--- src/rtl/jenc_frame_ctrl_if.sv ---
// Encoder-side bundle: latched config and flush toward the encoder,
// plus the monitored output beat (valid/hold/tlast) and running byte count.
interface jenc_frame_ctrl_if #(
  parameter int XW = 11,
  parameter int YW = 10
);
  logic          enc_out_valid;
  logic          enc_out_hold;
  logic          enc_out_tlast;
  logic [19:0]   enc_size;
  logic [1:0]    enc_qf_select;
  logic [XW-1:0] enc_x_size_m1;
  logic [YW-1:0] enc_y_size_m1;
  logic          enc_flush;

  modport master (
    input  enc_out_valid,
    input  enc_out_hold,
    input  enc_out_tlast,
    input  enc_size,
    output enc_qf_select,
    output enc_x_size_m1,
    output enc_y_size_m1,
    output enc_flush
  );

  modport slave (
    output enc_out_valid,
    output enc_out_hold,
    output enc_out_tlast,
    output enc_size,
    input  enc_qf_select,
    input  enc_x_size_m1,
    input  enc_y_size_m1,
    input  enc_flush
  );
endinterface

--- src/rtl/jenc_frame_ctrl.sv ---
// JPEG encoder frame controller: start/abort, sof/eof gating, tlast drain.
// Ports: clk, reset, start, abort, cfg in, sof, eof, enc (if), status out.
module jenc_frame_ctrl #(
  parameter int SENSOR_X_SIZE  = 1280,
  parameter int SENSOR_Y_SIZE  = 720,
  parameter int TIMEOUT_CYCLES = 2**20
) (
  input  logic                             clk,
  input  logic                             reset,
  input  logic                             start,
  input  logic                             abort,
  input  logic [1:0]                       qf_select_in,
  input  logic [$clog2(SENSOR_X_SIZE)-1:0] x_size_m1_in,
  input  logic [$clog2(SENSOR_Y_SIZE)-1:0] y_size_m1_in,
  input  logic                             sof,
  input  logic                             eof,
  jenc_frame_ctrl_if.master                enc,
  output logic                             gate_en,
  output logic                             busy,
  output logic                             done,
  output logic                             error,
  output logic [19:0]                      frame_size,
  output logic [7:0]                       frame_count
);
  localparam int XW = $clog2(SENSOR_X_SIZE);
  localparam int YW = $clog2(SENSOR_Y_SIZE);
  localparam int TW =
    (TIMEOUT_CYCLES > 1) ? $clog2(TIMEOUT_CYCLES) : 1;

  typedef enum logic [2:0] {
    S_IDLE,
    S_FLUSH,
    S_ARMED,
    S_ENCODE,
    S_DRAIN,
    S_DONE,
    S_ERROR
  } state_t;

  state_t        state;
  state_t        state_nxt;
  logic          flush_idx;
  logic          flush_idx_nxt;
  logic          flush_to_idle;
  logic          flush_to_idle_nxt;
  logic [TW-1:0] idle_cnt;
  logic [TW-1:0] idle_cnt_nxt;
  logic          beat;
  logic          tlast_beat;
  logic          accept_start;
  logic          frame_ok;

  assign beat       = enc.enc_out_valid & ~enc.enc_out_hold;
  assign tlast_beat = beat & enc.enc_out_tlast;

  assign accept_start = start &
    ((state == S_IDLE) | (state == S_DONE) | (state == S_ERROR));

  always_comb begin
    state_nxt         = state;
    flush_idx_nxt     = 1'b0;
    flush_to_idle_nxt = flush_to_idle;
    idle_cnt_nxt      = '0;
    frame_ok          = 1'b0;
    unique case (state)
      S_IDLE, S_DONE, S_ERROR: begin
        if (start) begin
          state_nxt         = S_FLUSH;
          flush_to_idle_nxt = 1'b0;
        end
      end
      S_FLUSH: begin
        // Two flush cycles: index 0 then 1.
        flush_idx_nxt = 1'b1;
        if (flush_idx)
          state_nxt = flush_to_idle ? S_IDLE : S_ARMED;
      end
      S_ARMED: begin
        if (abort) begin
          state_nxt         = S_FLUSH;
          flush_to_idle_nxt = 1'b1;
        end else if (sof) begin
          state_nxt = S_ENCODE;
        end
      end
      S_ENCODE: begin
        if (abort) begin
          state_nxt         = S_FLUSH;
          flush_to_idle_nxt = 1'b1;
        end else if (sof | tlast_beat) begin
          state_nxt = S_ERROR;
        end else if (eof) begin
          state_nxt = S_DRAIN;
        end
      end
      S_DRAIN: begin
        if (abort) begin
          state_nxt         = S_FLUSH;
          flush_to_idle_nxt = 1'b1;
        end else if (sof) begin
          state_nxt = S_ERROR;
        end else if (tlast_beat) begin
          state_nxt = S_DONE;
          frame_ok  = 1'b1;
        end else if (beat) begin
          idle_cnt_nxt = '0;
        end else if (idle_cnt == TW'(TIMEOUT_CYCLES - 1)) begin
          state_nxt = S_ERROR;
        end else begin
          idle_cnt_nxt = idle_cnt + TW'(1);
        end
      end
      default: state_nxt = S_IDLE;
    endcase
  end

  // Status outputs are registered from the next state so they
  // line up with the state register.
  always_ff @(posedge clk) begin
    if (reset) begin
      state             <= S_IDLE;
      flush_idx         <= 1'b0;
      flush_to_idle     <= 1'b0;
      idle_cnt          <= '0;
      gate_en           <= 1'b0;
      busy              <= 1'b0;
      done              <= 1'b0;
      error             <= 1'b0;
      frame_size        <= '0;
      frame_count       <= '0;
      enc.enc_flush     <= 1'b0;
      enc.enc_qf_select <= '0;
      enc.enc_x_size_m1 <= XW'(SENSOR_X_SIZE - 1);
      enc.enc_y_size_m1 <= YW'(SENSOR_Y_SIZE - 1);
    end else begin
      state         <= state_nxt;
      flush_idx     <= flush_idx_nxt;
      flush_to_idle <= flush_to_idle_nxt;
      idle_cnt      <= idle_cnt_nxt;
      gate_en       <= (state_nxt == S_ENCODE);
      enc.enc_flush <= (state_nxt == S_FLUSH);
      busy          <= state_nxt inside
        {S_FLUSH, S_ARMED, S_ENCODE, S_DRAIN};
      done          <= (state_nxt == S_DONE);
      error         <= (state_nxt == S_ERROR);
      if (accept_start) begin
        enc.enc_qf_select <= qf_select_in;
        enc.enc_x_size_m1 <= x_size_m1_in;
        enc.enc_y_size_m1 <= y_size_m1_in;
      end
      if (frame_ok) begin
        frame_size  <= enc.enc_size;
        frame_count <= frame_count + 8'd1;
      end
    end
  end
endmodule

--- src/flat_wrapper.sv ---
// flat-port wrapper written by rule: the top's interface ports become plain ports
module jenc_frame_ctrl_flat 
#(
  parameter int SENSOR_X_SIZE  = 1280,
  parameter int SENSOR_Y_SIZE  = 720,
  parameter int TIMEOUT_CYCLES = 2**20
)
  (clk, reset, start, abort, qf_select_in, x_size_m1_in, y_size_m1_in, sof, eof, gate_en, busy, done, error, frame_size, frame_count, enc_enc_out_valid, enc_enc_out_hold, enc_enc_out_tlast, enc_enc_size, enc_enc_qf_select, enc_enc_x_size_m1, enc_enc_y_size_m1, enc_enc_flush);
  jenc_frame_ctrl_if #(.XW(($clog2((1280)))), .YW(($clog2((720))))) enc_i ();
  input  logic clk;
  input  logic reset;
  input  logic start;
  input  logic abort;
  input  logic [1:0] qf_select_in;
  input  logic [$clog2(SENSOR_X_SIZE)-1:0] x_size_m1_in;
  input  logic [$clog2(SENSOR_Y_SIZE)-1:0] y_size_m1_in;
  input  logic sof;
  input  logic eof;
  output logic gate_en;
  output logic busy;
  output logic done;
  output logic error;
  output logic [19:0] frame_size;
  output logic [7:0] frame_count;
  input wire logic [$bits(enc_i.enc_out_valid)-1:0] enc_enc_out_valid;
  input wire logic [$bits(enc_i.enc_out_hold)-1:0] enc_enc_out_hold;
  input wire logic [$bits(enc_i.enc_out_tlast)-1:0] enc_enc_out_tlast;
  input wire logic [$bits(enc_i.enc_size)-1:0] enc_enc_size;
  output wire logic [$bits(enc_i.enc_qf_select)-1:0] enc_enc_qf_select;
  output wire logic [$bits(enc_i.enc_x_size_m1)-1:0] enc_enc_x_size_m1;
  output wire logic [$bits(enc_i.enc_y_size_m1)-1:0] enc_enc_y_size_m1;
  output wire logic [$bits(enc_i.enc_flush)-1:0] enc_enc_flush;
  assign enc_i.enc_out_valid = enc_enc_out_valid;
  assign enc_i.enc_out_hold = enc_enc_out_hold;
  assign enc_i.enc_out_tlast = enc_enc_out_tlast;
  assign enc_i.enc_size = enc_enc_size;
  assign enc_enc_qf_select = enc_i.enc_qf_select;
  assign enc_enc_x_size_m1 = enc_i.enc_x_size_m1;
  assign enc_enc_y_size_m1 = enc_i.enc_y_size_m1;
  assign enc_enc_flush = enc_i.enc_flush;
  jenc_frame_ctrl #(.SENSOR_X_SIZE(SENSOR_X_SIZE), .SENSOR_Y_SIZE(SENSOR_Y_SIZE), .TIMEOUT_CYCLES(TIMEOUT_CYCLES)) u_core (.clk(clk), .reset(reset), .start(start), .abort(abort), .qf_select_in(qf_select_in), .x_size_m1_in(x_size_m1_in), .y_size_m1_in(y_size_m1_in), .sof(sof), .eof(eof), .enc(enc_i), .gate_en(gate_en), .busy(busy), .done(done), .error(error), .frame_size(frame_size), .frame_count(frame_count));
endmodule
--- config.mk ---
export PLATFORM = sky130hd
export DESIGN_NAME = jenc_frame_ctrl_flat
export DESIGN_NICKNAME = d
export VERILOG_FILES = /design/src/rtl/jenc_frame_ctrl_if.sv /design/src/rtl/jenc_frame_ctrl.sv /design/src/flat_wrapper.sv
export SDC_FILE = /design/constraint.sdc
export NUM_CORES = 1
export LEC_CHECK = 0
export CAP_MARGIN = 20
export CORE_AREA = 2 2 66 131
export CTS_CLUSTER_SIZE = 10
export DETAILED_ROUTE_END_ITERATION = 6
export DIE_AREA = 0 0 68 133
export HOLD_SLACK_MARGIN = 0.06
export PLACE_DENSITY = 0.74
export SLEW_MARGIN = 20
export SYNTH_ARGS = -nofsm -noshare
export SYNTH_HDL_FRONTEND = slang
export SYNTH_SLANG_ARGS = --single-unit
--- constraint.sdc ---
create_clock -name clk -period 2.1 [get_ports clk]
set_input_delay 0.315 -clock clk [delete_from_list [all_inputs] [get_ports clk]]
set_output_delay 0.315 -clock clk [all_outputs]
set_load 0.01 [all_outputs]
==> reports/results.txt <==
Status: complete, no violations
CP required: 2.35 ns
Synth Area per Inst: 8.40 sq um
Most used cell, CP: or3_1
Max Root-Sink Buffers: 2
Gr ovfl total: 0
Total GRT Usage: 17.6%
Dpl cell area: 4480 sq um
Starting Density: 39.6%
Post-route minimum period: 1.87 ns
Setup slack after layout: 0.226 ns
Core Rows: 47
CP arrival: 2.12 ns
Setup violations, final: 0
Flop pwr share: 46.8%
Post-Syn Nets: 437
Hold Fails Final Rpt: 0
Final HPWL from detailed placement: 5.28 mm
CP Launch Type: flip-flop
Remaining antenna violation count: 0
TritonCTS buffer count: 9
Diodes inserted: 0
Port buffer count: 107
First-pass GRT wire length: 12.4 mm
Skew final: 0.00654 ns
Worst rel slew slack: 61.9%
Leak: 1.74 nW
Post-Syn Area: 3220 sq um
Final non-filler cell area: 4760 sq um
Worst-Skew Late Latency: 0.33 ns
CTS tree: yes
Largest net degree at the start of global routing: 60
H-tree lvl count: 3
Clk pwr share: 41.9%
CTS clk-pin slew, worst paths: 0.06 ns
DR vias: 2953
Fill cells: 742
Die Area: 9040 sq um
CTS Hold Bufs: 0
Sw frac: 21.5%
Routed WL: 7.48 mm
Share of layout cells above drive strength 1: 8.53%
Critical path's largest stage delay: 0.50 ns
Initial antenna violation count: 0
Clk sinks: 81
Number of max-cap violations: 0
Nets: 554
Crit Path Max Fanout: 6
Post-Syn Instances: 383
DP Worst Slack: -0.0461 ns
Kind of critical path: reg2reg
CTS Root Cell: clkbuf_16
Top delay family on crit path: simple AND/OR/NAND/NOR gates
Ys Warns: 0
Crit-path slowest cell: or3_1
Psw: 0.000742 W
Internal power: 0.00270 W
Chip height: 133 um
Area grow syn2layout: 48.2%
Hold crit path type: in2reg
Worst-path cell chain: and3_1 > nand4_1 > or3_1 > or3_1 > a21oi_1
Drt first pass iters: 4
Post-synthesis register bit count: 81
Drt wl/cell: 12.4 um
Peak supply drop: 0.455 mV
DRC: 0
Critical path buffers and inverters: 0
Synth unique cells: 39
Core footprint: 8120 sq um
Gpl congestion: 0.805
Slew @ Worst Pin: 0.572 ns
Vias/cell: 4.91
PD cells: 723 nW/um^2
Minimum hold slack: 0.402 ns
Vias in the first global route: 2816
Starting DRT DRC Count: 196
IO Pins: 108
Fmax: 534 MHz
Die width: 68 um
Nature of the critical path endpoint: flip-flop
RSZ-0062 raised after global routing: false
Final Slew Violations: 0
Period utilization: 89.2%
Post-synthesis sequential area ratio: 50.4%
Combinational share of power: 11.3%
==> state kept, by name, indices dropped and copies added (netlist names), 2 cells and up <==
register / flops
u_core.enc.enc_qf_select: 2
u_core.enc.enc_x_size_m1: 11
u_core.enc.enc_y_size_m1: 10
u_core.frame_count: 8
u_core.frame_size: 20
u_core.idle_cnt: 20
u_core.state: 3
==> cell type report <==
type                       instances  area, sq um  share of cell area, %
clock buffer                      13          270                   5.67
clock inverter                     2         12.5                  0.263
inverter                           3         11.3                  0.236
timing repair buffer             128         1240                   25.9
sequential                        81         1620                   34.0
multi-input combinational        277         1490                   31.3
tap                               98          123                   2.57
==> synth_stat cells, drive strengths merged <==
library cell,count,area share (%)
or3b,1,0.27
o32ai,1,0.27
dfxtp,81,50
and3,5,0.97
nand3b,18,4.2
a31oi,2,0.39
nor4b,3,0.82
mux2i,2,0.62
a21oi,33,5.1
buf,4,0.86
nor4,2,0.86
xor2,15,4.1
clkbuf,18,2.1
a211oi,2,0.47
nor3,4,0.97
and4,2,0.54
nor2,36,4.4
nor2b,2,0.39
a31o,2,0.54
inv,3,0.35
or3,4,0.78
a221o,1,0.31
or4,1,0.35
nand2b,4,0.78
xnor2,7,1.9
a22oi,2,0.47
nand4,6,1.2
nand2,103,12
o22ai,1,0.19
nand3,10,1.6
and2,1,0.19
ha,2,0.78
o21ai,5,0.78
==> worst paths after layout <==
check	start	end	slack [ns]	depth (start not counted)
setup reg to reg	u_core.idle_cnt[5]	u_core.idle_cnt[15]	0.23	5
hold / removal	reset	u_core.idle_cnt[12]	0.40	5
setup / recovery	u_core.idle_cnt[5]	u_core.idle_cnt[15]	0.23	5
hold reg to reg	u_core.frame_size[17]	u_core.frame_size[17]	0.45	2
==> tightest hold or removal path, cell delays in order <==
cell     delay [ns]
buf_2          0.09
nor2_1         0.04
nand2_1        0.07
buf_4          0.13
a21oi_1        0.04
==> power by group through the flow <==
stage	Combinational [W]	Clock, W	Sequential [W]
4_1_cts	0.000395	0.00150	0.00161
3_5_place_dp	0.000394	0	0.00164
6_report	0.000390	0.00144	0.00161
5_1_grt	0.000429	0.00155	0.00162
3_3_place_gp	0.000389	0	0.00164
2_1_floorplan	0.000133	0	0.00167
==> metrics by stage <==
stage,utilization (%),std cells,setup TNS (ns),power [W]
floorplan,-,383,0,0.00180
global placement,55.2,587,0,0.00203
detailed placement,55.2,587,-0.0461,0.00204
CTS,58.7,602,0,0.00350
global route,58.7,602,0,0.00360
finish,58.7,602,0,0.00344
==> logic make-up after synthesis <==
| logic type | count (synthesis) | synth area share (%) |
|---|---|---|
| compound gates | 49 | 8.56 |
| simple gates | 202 | 30.3 |
| xor+xnor | 22 | 5.99 |
| buf+inv | 25 | 3.31 |
| mux | 2 | 0.623 |
| fa+ha+maj | 2 | 0.778 |
| flops | 81 | 50.4 |
==> cell usage in the layout (no fill, tap or decap), drive strengths merged, types with 2 or more instances in the layout <==
cell	n
xor2	15
xnor2	7
nor2b	2
a31o	2
or3	4
and4	2
a22oi	2
a21oi	33
nor3	4
a211oi	2
and3	5
ha	2
mux2i	2
nand3b	18
a31oi	2
buf	22
clkdlybuf4s50	106
nand3	10
inv	3
nand2	103
nor4	2
nand4	6
o21ai	5
nand2b	4
clkbuf	13
nor2	36
dfxtp	81
nor4b	3
==> timing repair <==
action / in CTS / in global routing
setup endpoints to repair: 0 / 1
resized for setup: 0 / 1
setup buffers: 0 / 0
==> routing by layer <==
| metal | track usage (%) | wire length [um] | vias to the layer above |
|---|---|---|---|
| li1 | - | - | 1510 |
| met1 | 21.7 | 3220 | 1323 |
| met2 | 25.5 | 3200 | 113 |
| met3 | 9.27 | 948 | 7 |
| met4 | 7.00 | 106 | 0 |
| met5 | 0 | 0 | - |
Note: power is estimated with default switching activity, not from simulation.
